[src/rtl/md_unit.sv]
// md_unit: multi-cycle multiply/divide unit for the CPU datapath.
//   Multiply: shift-add, LSB-first, WIDTH iterations, 2*WIDTH-bit product.
//   Divide:   restoring, MSB-first, WIDTH iterations; quotient truncates
//             toward zero, remainder takes the dividend's sign.
//   Optional feature macro: MD_UNSIGNED_EN. When defined, sgn selects
//   signed/unsigned per operation; otherwise every operation is signed.
// Ports:
//   clk, rst          clock, synchronous active-high reset
//   start, op, sgn    request (IDLE only), 0=mul/1=div, 1=signed
//   a, b              multiplicand/dividend, multiplier/divisor
//   busy              high while not IDLE
//   done              one-cycle pulse; hi/lo/div_zero valid from this cycle
//   hi, lo            product upper/lower half, or remainder/quotient
//   div_zero          divide issued with b == 0; held until next start
module md_unit #(
    parameter int WIDTH = 32
) (
    input  logic             clk,
    input  logic             rst,
    input  logic             start,
    input  logic             op,
    input  logic             sgn,
    input  logic [WIDTH-1:0] a,
    input  logic [WIDTH-1:0] b,
    output logic             busy,
    output logic             done,
    output logic [WIDTH-1:0] hi,
    output logic [WIDTH-1:0] lo,
    output logic             div_zero
);
    localparam int CW = $clog2(WIDTH);
    localparam logic [CW-1:0] LAST = CW'(WIDTH - 1);

    typedef enum logic [1:0] {S_IDLE, S_CALC, S_FIX} state_t;
    state_t r_state, w_state_nxt;

    logic               r_op, r_neg_q, r_neg_r, r_done, r_div_zero;
    logic [CW-1:0]      r_cnt;
    logic [WIDTH-1:0]   r_opnd, r_hi, r_lo;
    logic [2*WIDTH-1:0] r_acc;
    logic [WIDTH:0]     r_rem;

    logic               w_signed, w_neg_a, w_neg_b, w_bzero, w_accept, w_fix;
    logic [WIDTH-1:0]   w_mag_a, w_mag_b, w_quo, w_rmd;
    logic [WIDTH:0]     w_sum;
    logic [WIDTH+1:0]   w_trial;
    logic [2*WIDTH-1:0] w_prod;

`ifdef MD_UNSIGNED_EN
    assign w_signed = sgn;
`else
    logic w_unused_sgn;
    assign w_unused_sgn = sgn;
    assign w_signed     = 1'b1;
`endif

    assign w_neg_a = w_signed & a[WIDTH-1];
    assign w_neg_b = w_signed & b[WIDTH-1];
    assign w_mag_a = w_neg_a ? -a : a;
    assign w_mag_b = w_neg_b ? -b : b;
    assign w_bzero = (b == '0);

    // Multiply: r_acc = {partial sum, remaining multiplier bits}; r_opnd = |a|.
    assign w_sum   = {1'b0, r_acc[2*WIDTH-1:WIDTH]} + (r_acc[0] ? {1'b0, r_opnd} : '0);
    // Divide: r_acc[WIDTH-1:0] shifts dividend bits out and quotient bits in;
    // r_opnd = |b|. Top bit of the trial difference is the borrow.
    assign w_trial = {r_rem, r_acc[WIDTH-1]} - {2'b00, r_opnd};

    assign w_prod  = r_neg_q ? -r_acc : r_acc;
    assign w_quo   = r_neg_q ? -r_acc[WIDTH-1:0] : r_acc[WIDTH-1:0];
    assign w_rmd   = r_neg_r ? -r_rem[WIDTH-1:0] : r_rem[WIDTH-1:0];

    always_ff @(posedge clk) begin
        if (rst) r_state <= S_IDLE;
        else     r_state <= w_state_nxt;
    end

    always_comb begin
        w_state_nxt = r_state;
        w_accept    = 1'b0;
        w_fix       = 1'b0;
        case (r_state)
            S_IDLE: begin
                if (start) begin
                    w_accept    = 1'b1;
                    w_state_nxt = (op && w_bzero) ? S_FIX : S_CALC;
                end
            end
            S_CALC: begin
                if (r_cnt == LAST) w_state_nxt = S_FIX;
            end
            S_FIX: begin
                w_fix       = 1'b1;
                w_state_nxt = S_IDLE;
            end
            default: w_state_nxt = S_IDLE;
        endcase
    end

    always_ff @(posedge clk) begin
        if (rst) begin
            r_op       <= 1'b0;
            r_neg_q    <= 1'b0;
            r_neg_r    <= 1'b0;
            r_done     <= 1'b0;
            r_div_zero <= 1'b0;
            r_cnt      <= '0;
            r_opnd     <= '0;
            r_hi       <= '0;
            r_lo       <= '0;
            r_acc      <= '0;
            r_rem      <= '0;
        end else begin
            r_done <= w_fix;
            if (w_accept) begin
                r_op       <= op;
                r_neg_q    <= w_neg_a ^ w_neg_b;
                r_neg_r    <= w_neg_a;
                r_cnt      <= '0;
                r_div_zero <= op & w_bzero;
                r_opnd     <= op ? w_mag_b : w_mag_a;
                r_acc      <= {{WIDTH{1'b0}}, (op ? w_mag_a : w_mag_b)};
                r_rem      <= '0;
            end else if (r_state == S_CALC) begin
                r_cnt <= r_cnt + 1'b1;
                if (r_op) begin
                    r_acc[WIDTH-1:0] <= {r_acc[WIDTH-2:0], ~w_trial[WIDTH+1]};
                    r_rem <= w_trial[WIDTH+1] ? {r_rem[WIDTH-1:0], r_acc[WIDTH-1]}
                                              : w_trial[WIDTH:0];
                end else begin
                    r_acc <= {w_sum, r_acc[WIDTH-1:1]};
                end
            end
            // A divide-by-zero passes through FIX without touching hi/lo.
            if (w_fix && !r_div_zero) begin
                r_hi <= r_op ? w_rmd : w_prod[2*WIDTH-1:WIDTH];
                r_lo <= r_op ? w_quo : w_prod[WIDTH-1:0];
            end
        end
    end

    assign busy     = (r_state != S_IDLE);
    assign done     = r_done;
    assign hi       = r_hi;
    assign lo       = r_lo;
    assign div_zero = r_div_zero;
endmodule

[config.mk]
export PLATFORM = sky130hd
export DESIGN_NAME = md_unit
export DESIGN_NICKNAME = d
export VERILOG_FILES = /design/src/rtl/md_unit.sv
export SDC_FILE = /design/constraint.sdc
export NUM_CORES = 1
export LEC_CHECK = 0
export ABC_AREA = 1
export BUFFER_PORTS_ARGS = -buffer_cell sky130_fd_sc_hd__clkbuf_2
export CAP_MARGIN = 15
export CORE_MARGIN = 5
export CORE_UTILIZATION = 41
export DETAILED_ROUTE_END_ITERATION = 8
export GPL_ROUTABILITY_DRIVEN = 0
export GPL_TIMING_DRIVEN = 0
export MAX_ROUTING_LAYER = met4
export PLACE_DENSITY = 0.62
export SETUP_SLACK_MARGIN = 0.3
export SLEW_MARGIN = 10
export SYNTH_ARGS = -nofsm -noshare
export SYNTH_HDL_FRONTEND = slang
export SYNTH_SLANG_ARGS = --single-unit
export TNS_END_PERCENT = 100
[constraint.sdc]
create_clock -name clk -period 2.5 [get_ports clk]
set_input_delay 0.25 -clock clk [delete_from_list [all_inputs] [get_ports clk]]
set_output_delay 0.25 -clock clk [all_outputs]
set_load 0.02 [all_outputs]
== Yosys cells after proc, flatten, opt, wreduce, memory -nomap -nowiden ==
Cells that the tools add are included.

* Add/subtract/negate cells: 8
* Equality and inequality tests: 5
* Mux-type cells: 21
* Bitwise logic cells: 4
* Reduce and logical (&&, ||, !) cells: 11

{| class="wikitable"
|+ Operators by type and width
! operator !! number
|-
| $mux W32 || 12
|-
| $neg A32 Y32 || 4
|-
| $mux W64 || 1
|-
| $neg A64 Y64 || 1
|-
| $sub A34 B32 Y34 || 1
|-
| $add A32 B32 Y33 || 1
|-
| $mux W33 || 1
|-
| $logic_not A32 Y1 || 1
|-
| $mux W2 || 3
|-
| $reduce_and A2 Y1 || 3
|-
| $add A5 B1 Y5 const B || 1
|-
| $eq A5 B5 Y1 const B || 1
|-
| $ne A2 B2 Y1 const B || 2
|-
| $pmux W2 S2 || 1
|-
| $reduce_bool A2 Y1 || 2
|-
| $mux W1 || 3
|-
| $eq A2 B1 Y1 const B || 1
|-
| $eq A2 B2 Y1 const B || 1
|-
| $logic_and A1 B1 Y1 || 2
|-
| $logic_not A2 Y1 || 1
|-
| $not A1 Y1 || 2
|-
| $reduce_or A2 Y1 || 1
|-
| $and A1 B1 Y1 || 1
|-
| $logic_not A1 Y1 || 1
|-
| $xor A1 B1 Y1 || 1
|}

* Register bits after elaboration: 205
* Bits of input ports: 69
* Output and inout port bits: 67
* Word-level logic and storage cells: 62

== Depth between registers and ports, before layout ==
* Depth after elaboration: 5
* Mapped depth: 18

== Worst setup path after synthesis ==
No wires, ideal clock.

* Path kind: reg2reg
* From: register r_acc[0]
* To: register r_acc[50]
* Setup time: 109 ps
* Arrival: 2177 ps
* Data required time: 2391 ps
* Slack: 214 ps
* Stages on the path, launching flop included: 15
* Buffers on the path: 2
* Path through: dfxtp_1 > buf_6 > clkbuf_1 > nand2_1 > inv_1 > ha_1 > a21oi_1 > o21ai_0 > a21oi_1 > o21ai_2 > a21boi_0 > or2_2 > nand3_1 > nand2_1 > inv_1

* Longest elaborated chain between the ends: 2

{| class="wikitable"
|+ Ends and longest elaborated chain
! item !! RTL line !! RTL
|-
| start: declaration || 40 || <nowiki>logic [2*WIDTH-1:0] r_acc;</nowiki>
|-
| start signal: assignment || 122 || <nowiki>r_acc <= {{WIDTH{1'b0}}, (op ? w_mag_a : w_mag_b)};</nowiki>
|-
| start signal: indexed assignment || 127 || <nowiki>r_acc[WIDTH-1:0] <= {r_acc[WIDTH-2:0], ~w_trial[WIDTH+1]};</nowiki>
|-
| start signal: assignment || 131 || <nowiki>r_acc <= {w_sum, r_acc[WIDTH-1:1]};</nowiki>
|-
| $mux W32 || 64 || <nowiki>assign w_sum = {1'b0, r_acc[2*WIDTH-1:WIDTH]} + (r_acc[0] ? {1'b0, r_opnd} : '0);</nowiki>
|-
| $add A32 B32 Y33 || 64 ||
|}

No other way between the ends.
A chain may end at the register's enable or synchronous reset.

== Worst setup path after layout ==
* From: register r_acc[0]
* To: register r_acc[49]

Same word-level chain as after synthesis.

==> impl_metrics.ini <==
[grt]
grt_start_max_net_pins = 14
grtUsageTotal = 0.328
grt_pass1_wl_um = 126000
antenna_found_initial = 0
grt.overflow.total = 0
grt_pass1_vias = 21573

[finish]
drive_above_1_share = 0.280
design_area_um2 = 25400
area_delta_synth_final_pct = 33.8
nets = 3669
stdcell_count = 4147
num-fill-cells = 4444
antenna_cells = 0

[clock_network]
clkTransAtPathRegs_ns = 0.06
tritoncts = built
cts-buffers-inserted = 25
clockBufferDepth = 3
cts_sinks = 205
cts_root_buf = clkbuf_16
clk_latency_ns = 0.58
htreeDepth = 1

[sta]
worst_pin_slew_ns = 0.905
period_minus_slack_ns = 2.43
period_share = 0.971
max_freq_mhz = 412
fin_setup_tns_ns = 0
slew_headroom = 0.396
finClkSkew_ns = 0.0310
slew_violations = 0
hold_violations = 0
finalSetupViolations = 0
setup_ws_ns = 0.0725
rsz0062_at_grt = yes

[synth]
ys_ff_latch = 205
ys_seq_area_frac = 0.216
async_reset_ff_frac = 0
synth_top_area_frac = 0.216
syn_area_per_cell_um2 = 5.87
synth_edf_count = 0
yosys.area.top_type = dfxtp_1
netlist_top_cells_area = dfxtp_1 (22%), nand2_1 (17%), inv_1 (10%)
synth.cell_area_um2 = 19000
syn_nets = 3373
ys.warnings.count = 0
synth_flop_cell = dfxtp_1
synth_cells = 3232
ys_types = 55

[power]
power_density_nw_per_um2 = 515
power_mw = 13.1
power.leakage_nw = 11.9
irDropWorstVdd_mv = 0.429

[detailed_routing]
ant_nets = 0
dr.pass1.iters = 6
via_count = 23869
routed_wl_um = 87500
drtIter0Drc = 3013
wl_per_cell_um = 21.1
vias_per_cell = 5.76
drcViolationCount = 0

[place]
dp_hpwl_um = 65900
place_inst = 3964
dpl-instance-area_um2 = 20400
pre_cts_ws_ns = -0.386
port_buffers = 132

[die]
die_x_um = 225
initial_utilization = 0.416
rows = 78
dieArea_um2 = 50700
coreArea_um2 = 45600
die_y_um = 225
ios = 136

[critical_path]
cp-end-kind = flip-flop
crit_required_ns = 2.97
critical_path_arrival_ns = 2.90
r2r_slack_ns = 0.07
path_class = flip-flop to flip-flop
cpMaxStageDelayCell = dfxtp_2
cp-start-kind = flip-flop
max_stage_delay_ns = 0.34
reg2reg_to = r_acc[49]$_SDFFE_PP0P_
worstReg2RegStart = r_acc[0]$_SDFFE_PP0P_
critPathTopFamily = compound AO/OA/AOI/OAI gates
ff2ff_path_depth = 15
critical_path_buf_inv_count = 4
crit_chain = buf_12 > buf_6 > nand2_2 > inv_2 > ha_4 > a21o_1 > nand3_2 > nand2_1 > a21oi_2 > o21ai_4 > a21boi_2 > or2_4 > nand3_2 > nand2_1 > inv_1
crit_fanout = 8

[hold_path]
hold_depth = 3
holdPathEnd = r_state[1]$_SDFFE_PP0P_
hp-start = start
hold_path_class = input port to flip-flop

[run]
drv_cap = 0

[run_status]
status = completed
sequential cells by signal, summed over array words and instances (netlist names):
signal	cells
r_cnt	5
r_opnd	32
done	1
r_op	1
r_neg_r	1
hi	32
r_acc	64
r_rem	33
r_neg_q	1
div_zero	1
r_state	2
lo	32
Yosys cell counts (30+ instances only):
library cell    n
clkbuf_1       73
nand2_1       834
nand4_1        53
nor3_1         43
dfxtp_1       205
o21ai_0       176
a221oi_1       30
a21oi_1       237
nand3_1       275
nor2_1        300
ha_1           70
xor2_1         91
inv_1         512
o211ai_1       36
power breakdown:
group / internal, mW / total (mW) / switching (mW)
registers: 3.48 / 3.83 / 0.356
clock network: 2.38 / 3.99 / 1.60
logic: 1.79 / 5.25 / 3.47
total: 7.64 / 13.1 / 5.43
worst max path at each step:
stage | slack (ns) | end | from | cells after the start
2_1_floorplan | 0.31 | r_acc[53]$_SDFFE_PP0P_ | r_acc[0]$_SDFFE_PP0P_ | 16
3_3_place_gp | -0.41 | r_acc[63]$_SDFFE_PP0P_ | r_acc[0]$_SDFFE_PP0P_ | 15
3_5_place_dp | -0.39 | r_acc[59]$_SDFFE_PP0P_ | r_acc[0]$_SDFFE_PP0P_ | 16
4_1_cts | 0.19 | r_acc[59]$_SDFFE_PP0P_ | r_acc[0]$_SDFFE_PP0P_ | 15
5_1_grt | 0.07 | r_acc[49]$_SDFFE_PP0P_ | r_acc[0]$_SDFFE_PP0P_ | 15
6_report | 0.07 | r_acc[49]$_SDFFE_PP0P_ | r_acc[0]$_SDFFE_PP0P_ | 15
timing repair:
| item | in CTS | in global routing |
|---|---|---|
| buffers inserted | 73 | 55 |
| hold buffers | 0 | 0 |
| pin swaps | 68 | 171 |
| gates resized for setup | 406 | 394 |
| cloned | 5 | 4 |
| setup endpoints to repair | 135 | 116 |
final cells by class:
type	count	area, um^2	share of cell area
multi-input combinational	2386	14900	0.589
sequential	205	4230	0.167
inverter	524	2030	0.0799
timing repair buffer	269	1890	0.0745
tap	600	751	0.0296
clock buffer	35	703	0.0277
buffer	117	666	0.0262
clock inverter	11	173	0.00680
metal layers:
metal	track usage	vias up	routed length (um)
met2	0.484	1493	36600
met5	-	-	0
met3	0.0598	348	9510
met4	0.174	0	6750
met1	0.426	10925	34700
li1	-	11103	-
placed cells by master (no fill, tap or decap), types with 10 or more instances in the layout:
| master | synthesis | routed |
|---|---|---|
| buf_2 | 19 | 16 |
| inv_2 | 9 | 67 |
| ha_4 | 0 | 59 |
| a221oi_1 | 30 | 28 |
| a21oi_4 | 0 | 13 |
| buf_6 | 8 | 27 |
| ha_1 | 70 | 11 |
| clkbuf_16 | 0 | 28 |
| o21ai_2 | 4 | 15 |
| a21oi_1 | 237 | 177 |
| nor2_1 | 300 | 244 |
| xor2_1 | 91 | 85 |
| nand3_4 | 1 | 24 |
| clkbuf_1 | 73 | 67 |
| o221ai_1 | 19 | 19 |
| nor2_2 | 15 | 50 |
| inv_4 | 0 | 17 |
| nand3_1 | 275 | 197 |
| dfxtp_2 | 0 | 46 |
| nand3_2 | 21 | 76 |
| nor3_2 | 6 | 14 |
| o21ai_0 | 176 | 144 |
| nand4_1 | 53 | 53 |
| dfxtp_4 | 0 | 18 |
| clkbuf_2 | 0 | 141 |
| o21ai_1 | 14 | 27 |
| a31oi_1 | 22 | 20 |
| nand2_4 | 5 | 18 |
| o21a_1 | 11 | 10 |
| nand2_1 | 834 | 748 |
| nor2_4 | 6 | 27 |
| nand3b_1 | 12 | 12 |
| nor3_1 | 43 | 29 |
| a21oi_2 | 2 | 49 |
| inv_1 | 512 | 434 |
| dfxtp_1 | 205 | 141 |
| nand2_2 | 16 | 85 |
| o211ai_1 | 36 | 36 |
| buf_4 | 5 | 112 |
| xnor2_1 | 16 | 16 |
tightest hold or removal path: stages:
cell	delay, ns
clkbuf_2	0.10
o2111ai_1	0.10
a21oi_1	0.12
through the flow:
stage	utilization	hold slack [ns]
after floorplan	-	0.409
after global placement	0.447	0.458
after detailed placement	0.447	0.465
after CTS	0.515	0.00429
after global routing	0.557	0.0525
final	0.557	0.0324
logic make-up after synthesis:
logic type,synth area share
flip-flops,0.216
buffers and inverters,0.133
XOR/XNOR,0.0494
adder cells (fa/ha/maj),0.0483
AO/OA/AOI/OAI,0.178
AND/OR/NAND/NOR,0.374
Power figures use the tool's default switching activity.
